$ cat src/rtl/inc_counter_pkg.sv
// Shared types and constants for the registered 4-bit up-counter.
package inc_counter_pkg;

  localparam int CNT_W = 4;

  typedef enum logic [1:0] {
    IDLE = 2'd0,
    RUN  = 2'd1,
    SAT  = 2'd2
  } cnt_state_t;

endpackage

$ cat src/rtl/inc_counter_4bit_incrementer.sv
// Combinational 4-bit +1 datapath; carry_out flags the 15 -> 0 rollover.
module incrementer_4bit
  import inc_counter_pkg::*;
(
  input  logic [CNT_W-1:0] in,
  output logic [CNT_W-1:0] out,
  output logic             carry_out
);

  always_comb begin
    {carry_out, out} = {1'b0, in} + {{CNT_W{1'b0}}, 1'b1};
  end

endmodule

$ cat src/rtl/inc_counter_4bit.sv
// Registered modulo/saturating up-counter around incrementer_4bit, with
// load/clear, terminal-count flag, one-cycle wrap pulse and sticky overflow.
module inc_counter_4bit
  import inc_counter_pkg::*;
#(
  parameter logic [3:0] MAX_VAL  = 4'd15,
  parameter bit         SATURATE = 1'b0
) (
  input  logic             clk,
  input  logic             rst_n,
  input  logic             clear,
  input  logic             load,
  input  logic [CNT_W-1:0] load_val,
  input  logic             en,
  output logic [CNT_W-1:0] count,
  output logic             at_max,
  output logic             wrap,
  output logic             overflow,
  output logic             running
);

  localparam logic [CNT_W-1:0] MAX_C = CNT_W'(MAX_VAL);

  cnt_state_t       state_q, state_d;
  logic [CNT_W-1:0] count_q, count_d;
  logic             at_max_q;
  logic             wrap_q, wrap_d;
  logic             overflow_q, overflow_d;
  logic             running_q;

  logic [CNT_W-1:0] inc_out;
  logic             inc_carry;
  logic             at_term;

  incrementer_4bit u_inc (
    .in        (count_q),
    .out       (inc_out),
    .carry_out (inc_carry)
  );

  assign at_term = (count_q == MAX_C);

  always_comb begin
    count_d    = count_q;
    state_d    = state_q;
    overflow_d = overflow_q;
    wrap_d     = 1'b0;
    if (clear) begin
      count_d    = '0;
      overflow_d = 1'b0;
      state_d    = IDLE;
    end else if (load) begin
      count_d    = (load_val > MAX_C) ? MAX_C : load_val;
      overflow_d = 1'b0;
      state_d    = en ? RUN : IDLE;
    end else begin
      case (state_q)
        IDLE, RUN: begin
          if (!en) begin
            state_d = IDLE;
          end else if (!at_term) begin
            count_d = inc_out;
            state_d = RUN;
          end else if (SATURATE) begin
            state_d    = SAT;
            overflow_d = 1'b1;
          end else begin
            count_d    = '0;
            wrap_d     = 1'b1;
            overflow_d = 1'b1;
            state_d    = RUN;
          end
        end
        SAT:     state_d = SAT;
        default: state_d = IDLE;
      endcase
    end
  end

  always_ff @(posedge clk) begin
    if (!rst_n) begin
      state_q    <= IDLE;
      count_q    <= '0;
      at_max_q   <= 1'b0;
      wrap_q     <= 1'b0;
      overflow_q <= 1'b0;
      running_q  <= 1'b0;
    end else begin
      state_q    <= state_d;
      count_q    <= count_d;
      at_max_q   <= (count_d == MAX_C);
      wrap_q     <= wrap_d;
      overflow_q <= overflow_d;
      running_q  <= (state_d == RUN);
    end
  end

  // The incrementer carry must agree with the terminal compare at 15.
  a_carry_consistent: assert property (@(posedge clk) disable iff (!rst_n)
    inc_carry == (count_q == 4'hF));

  assign count    = count_q;
  assign at_max   = at_max_q;
  assign wrap     = wrap_q;
  assign overflow = overflow_q;
  assign running  = running_q;

endmodule
$ cat config.mk
export PLATFORM = sky130hd
export DESIGN_NAME = inc_counter_4bit
export DESIGN_NICKNAME = d
export VERILOG_FILES = /design/src/rtl/inc_counter_pkg.sv /design/src/rtl/inc_counter_4bit_incrementer.sv /design/src/rtl/inc_counter_4bit.sv
export SDC_FILE = /design/constraint.sdc
export NUM_CORES = 1
export LEC_CHECK = 0
export CAP_MARGIN = 40
export CORE_AREA = 2 2 39 41
export DETAILED_ROUTE_END_ITERATION = 8
export DIE_AREA = 0 0 41 43
export GPL_TIMING_DRIVEN = 0
export PLACE_DENSITY = 0.73
export SLEW_MARGIN = 20
export SYNTH_ARGS = -nofsm -noshare
export SYNTH_HDL_FRONTEND = slang
export SYNTH_SLANG_ARGS = --single-unit
$ cat constraint.sdc
create_clock -name clk -period 1.3 [get_ports clk]
set_input_delay 0.195 -clock clk [delete_from_list [all_inputs] [get_ports clk]]
set_output_delay 0.195 -clock clk [all_outputs]
set_load 0.05 [all_outputs]
[Yosys cells after proc, flatten, opt, wreduce, memory -nomap -nowiden]
Cells that the tools add are included.
Cells by class
  add/sub/neg operators: 1
  multipliers: 0
  div/mod/pow operators: 0
  $lt $le $gt $ge: 1
  eq/ne operators: 5
  shift-type cells: 0
  multiplexer cells: 11
  bitwise operators: 3
  reductions and logical operators: 5
Operator list (count)
  $mux W4: 6
  $eq A4 B4 Y1 const B: 2
  $reduce_or A5 Y1: 1
  $add A4 B1 Y4 const B: 1
  $eq A2 B1 Y1 const B: 2
  $gt A4 B4 Y1 const B: 1
  $mux W2: 2
  $pmux W2 S2: 1
  $not A1 Y1: 3
  $reduce_and A3 Y1: 1
  $reduce_or A3 Y1: 1
  $eq A2 B2 Y1 const B: 1
  $logic_not A2 Y1: 1
  $mux W1: 2
  $reduce_or A2 Y1: 1
Word-level totals
  flip-flop bits (word level): 10
  latch bits: 0
  memory bits (writable): 0
  memory bits (read-only): 0
  output and inout bits: 8
  logic and storage cells: 32
  memories: 0

[Logic depth before layout (Yosys ltp)]
  word-level depth: 7
  gate-level depth with buffers: 5
  mapped depth without buffers: 5

[By module]
A second synthesis with hierarchy kept.
Unflattened totals
  cell total of the unflattened synthesis: 49
  area, all modules: 451.7 um^2
Modules (own cells, without submodules)
  inc_counter_4bit: instances 1, cells each 43, area each 405.4 um^2, seq. area each 200.2 um^2
  incrementer_4bit: instances 1, cells each 6, area each 46.3 um^2, seq. area each 0.0 um^2

[Worst setup path after synthesis]
OpenSTA, ideal clock, no wires.
  path type: reg2reg
  from: reg count_q[0] (netlist: count[0])
  to: reg at_max_q (netlist: at_max)
  setup time: 0.127 ns
  arrival time: 1.502 ns
  required time: 1.173 ns
  path slack: -0.329 ns
  cell stages (with the launch flop): 6
  path buffers: 0
  cell sequence: dfxtp_1 -> ha_1 -> nand3b_1 -> xnor2_1 -> o21ai_0 -> nor4_2
Between the ends
  cells in the longest elaborated chain, start to end: 7
  elaborated cells on any way between the ends: 8
  those cells by class: 1 x add/sub; 2 x eq/ne; 5 x mux
Ends and longest elaborated chain
  from (decl): RTL line inc_counter_4bit.sv:25  | logic [CNT_W-1:0] count_q, count_d;
  from (signal assigned): RTL line inc_counter_4bit.sv:90  | count_q <= count_d;
  $add A4 B1 Y4 or $eq A4 B4 Y1 (tied branches): RTL line inc_counter_4bit_incrementer.sv:11, inc_counter_4bit.sv:41
  $mux W4: RTL line inc_counter_4bit.sv:61  | end else if (!at_term) begin
  $mux W4: RTL line inc_counter_4bit.sv:59  | if (!en) begin
  $mux W4 *: RTL line inc_counter_4bit.sv:57  | case (state_q)
  $mux W4 *: RTL line inc_counter_4bit.sv:52  | end else if (load) begin
  $mux W4 *: RTL line inc_counter_4bit.sv:48  | if (clear) begin
  $eq A4 B4 Y1 *: RTL line inc_counter_4bit.sv:91  | at_max_q <= (count_d == MAX_C);
  to (signal assigned): RTL line inc_counter_4bit.sv:91
  to (decl): RTL line inc_counter_4bit.sv:26  | logic at_max_q;
Mark *: on every way between the ends. The rest lies on a longest branch, timed or not.
A chain may end at the register's enable or synchronous reset.

[Worst setup path after layout]
  from: reg state_q[1]
  to: reg count_q[3] (netlist: count[3])
Between the ends
  cells in the longest elaborated chain, start to end: 5
  elaborated cells on any way between the ends: 6
  those cells by class: 1 x eq/ne; 3 x mux; 2 x reduce/logical
Ends and longest elaborated chain
  from (decl): RTL line inc_counter_4bit.sv:24  | cnt_state_t state_q, state_d;
  from (signal assigned): RTL line inc_counter_4bit.sv:89  | state_q <= state_d;
  $eq A2 B1 Y1 or $logic_not A2 Y1 (tied branches): RTL line inc_counter_4bit.sv:57
  $reduce_or A2 Y1 *: RTL line inc_counter_4bit.sv:57
  $mux W4 *: RTL line inc_counter_4bit.sv:57
  $mux W4 *: RTL line inc_counter_4bit.sv:52
  $mux W4 *: RTL line inc_counter_4bit.sv:48
Marks and branches as above.

==> results by group <==
Clock tree
  • Total setup buffers inserted after CTS: 0
  • Htree depth: 1
  • Master cell of the clock root buffer: sky130_fd_sc_hd__clkbuf_4
  • Clk pin slew, worst setup/hold paths: 70 ps
  • Clock latency on the worst-skew pair: 260 ps
  • Clock tree from TritonCTS: yes
  • CTS sink cnt: 10
  • Longest Clk Path Bufs: 2
  • Cts bufs inserted: 3

Pwr
  • Lkg Pwr: 0.0003000 uW
  • Power, Total: a little over 700 uW
  • Pwr per Cell Area: 1015 nW/um2
  • Maximum VDD drop: 0.0003795 V

Synth
  • Number of unique standard cell types used by synthesis: 28
  • Share of Yosys cell area claimed by the top area cell type: 41.67%
  • Count of warnings emitted by yosys: 0
  • Synth area leader: sky130_fd_sc_hd__dfxtp_1
  • Sequential area share after synthesis: 41.67%
  • Post-synthesis register bit count: 10
  • Total nets after synthesis: ~60
  • Gate count after technology mapping: 49
  • Total standard cell area after synthesis: slightly below 500 um2
  • Leading post-synthesis cells by cell area: sky130_fd_sc_hd__dfxtp_1, sky130_fd_sc_hd__buf_12, sky130_fd_sc_hd__xnor2_1, sky130_fd_sc_hd__a221oi_2, sky130_fd_sc_hd__inv_1
  • Synth Area per Inst: 9.805 um2

STA
  • Maximum clock frequency: 794.1 MHz
  • Minimum hold slack: 287.8 ps
  • Count of pins over their slew limit: 0
  • Setup violations, final: 0
  • Slew at the pin with the worst max-slew slack: 479.4 ps
  • Hold violation count in the final report: 0
  • Max-Slew Margin vs Limit: around 70%
  • Post-layout min period: 1259 ps
  • Unrepaired setup endpoints after global routing: yes
  • Final WS setup: 40.64 ps
  • Largest clock skew in the final design: around 1.7 ps
  • Final worst-path cycle share: 96.87%

Floorplan
  • Overall die area: 1763 um2
  • I/O pin count: 17
  • Die H: about 43 um
  • Floorplan die width: about 41 um
  • Row cnt: 14
  • Initial cell density of the core: 34.72%
  • Core region area: around 1400 um2

Cells and area
  • Area added between synthesis and finish: 48.70%
  • Register area: about 210 um2
  • Ratio of cells with drive above 1 in the final layout: 34.78%
  • Fill cell count: around 130
  • Inserted Diodes: 0
  • Final Core Density: about half
  • Fin cells: 85
  • Layout Nets: 80
  • Area taken by multi-input logic gates: between 200 and 300 um2

Placement
  • Weighted congestion at the end of routability-driven global placement: about 0.67
  • Worst-case setup slack after placement: -286.3 ps
  • Placed cell count: 81
  • Number of input and output port buffers inserted: 16

Critical path
  • CP Launch Point: state_q[1]
  • R2R cell count: 4
  • Start-to-end type of the worst setup path: reg2reg
  • Startpoint types: flip-flop
  • CP Capture Point: count[3]
  • Critical R2R Launch: state_q[1]
  • Setup slack of the most critical reg-to-reg path: between 40 and 50 ps
  • Critical Path End Type: flip-flop
  • Required time of the worst setup path: 1440 ps
  • Crit-path max FO: 4
  • Worst EP arrival: 1400 ps
  • Reg2Reg Capture Point: count[3]

Job
  • Max capacitance violation total: 0

Global route
  • Total congestion overflow after global routing: 0
  • Total routing resource utilization after global routing: 14.21%
  • Pin count of the biggest net entering global routing: 11
  • Global-route wire length before repair: 1587 um
  • Via count of the first global-routing pass: 378
  • Number of antenna violations at the first check in global routing: 0

Min path
  • Class of the most critical hold timing path: in2reg

Run status
  • Result of the run: complete, no violations

Detailed routing
  • Average wire length per cell after detail routing: between 10 and 15 um
  • Post-detailed-route count of antenna-violating nets: 0
  • DRC marker count from the first detailed-route iteration: 3
  • Ratio of routed vias to standard cells: between 4 and 5
  • Final routed wirelength across all metal layers: a little under 1000 um
  • Count of TritonRoute iterations in the first routing pass: 4
  • DRC violations left: 0
  • Number of vias in the routed layout: 398
==> report_power, final <==
part / switching, uW / leakage (uW) / internal (uW)
Combinational: 65.2 / 0.000195 / 59.0
Sequential: 8.86 / 0.0000835 / 312
Clock: 110 / 0.0000210 / 170
Total: 184 / 0.000300 / 541
==> per-stage QoR <==
step	TNS (ps)	cell area, um2
after global routing	-68.45	714.4
after detailed placement	-1025	671.9
after CTS	-3.997	711.9
after global placement	-999.1	671.9
after floorplan	-0.6694	491.7
final	0	714.4
==> flip-flops by register name, summed over array words and instances, names as in the netlist <==
signal,cells
state_q,2
at_max,1
overflow,1
running,1
wrap,1
count,4
==> worst max-delay path: stages (launching register included) <==
cell and delay, ps:
sky130_fd_sc_hd__dfxtp_1 330, sky130_fd_sc_hd__and3b_2 290, sky130_fd_sc_hd__o21ai_2 70, sky130_fd_sc_hd__a221oi_2 360, sky130_fd_sc_hd__nor3b_1 90
==> kinds of logic after synthesis <==
logic type      share of synthesized area, %
buf+inv                                8.332
flops                                  41.67
compound gates                         14.32
simple gates                           25.00
fa+ha+maj                              2.604
mux                                    4.427
xor+xnor                               3.646
==> placed cells by master (no fill, tap or decap), drive strengths merged, types with 2 or more instances in the layout <==
cell / synthesis / final
a21oi: 2 / 2
buf: 2 / 3
clkbuf: 0 / 7
clkdlybuf4s15: 0 / 4
clkdlybuf4s50: 0 / 7
dfxtp: 10 / 10
inv: 4 / 4
nand2: 2 / 2
nand2b: 3 / 3
nor2: 4 / 4
nor3: 2 / 2
nor4: 2 / 2
o21ai: 3 / 3
xnor2: 2 / 2
==> synth_stat cells, drive strengths merged <==
cell    instances
xnor2           2
o211ai          1
mux2            1
o21ai           3
mux2i           1
a221oi          1
dfxtp          10
and3b           1
nor3b           1
buf             2
o21bai          1
inv             4
a21oi           2
nand2           2
nand3           1
nor3            2
nand2b          3
nor4            2
nor2            4
nand3b          1
a31oi           1
and2            1
nor2b           1
ha              1
==> per-layer routing <==
| metal | global-route usage, % | share of wire, % |
|---|---|---|
| met2 | 18.13 | 50 |
| met5 | 0 | 0 |
| met4 | 14.00 | 2.0 |
| met3 | 3.141 | 5.3 |
| met1 | 18.24 | 43 |
==> cell type report <==
type	count	share of cell area [%]
buffer	2	3.503
clock buffer	4	5.079
timing repair buffer	16	20.49
sequential	10	29.60
tap	16	2.802
multi-input combinational	33	36.43
inverter	4	2.102
==> what timing repair did <==
item | in CTS | in global routing
endpoints found under the setup margin | 10 | 8
cloned | 0 | 0
resized for setup | 18 | 11
pin swaps | 0 | 2
hold buffers | 0 | 0
==> worst min-delay path by stage <==
stage                 endpoint  slack [ps]       start  cells after the start
floorplan             count[2]         300       rst_n                      2
global placement    state_q[1]         380  state_q[0]                      1
detailed placement  state_q[1]         400  state_q[0]                      1
CTS                 state_q[1]         410  state_q[0]                      1
global route           running         300          en                      3
finish                 running         290          en                      3
(Power assumes the default switching activity.)
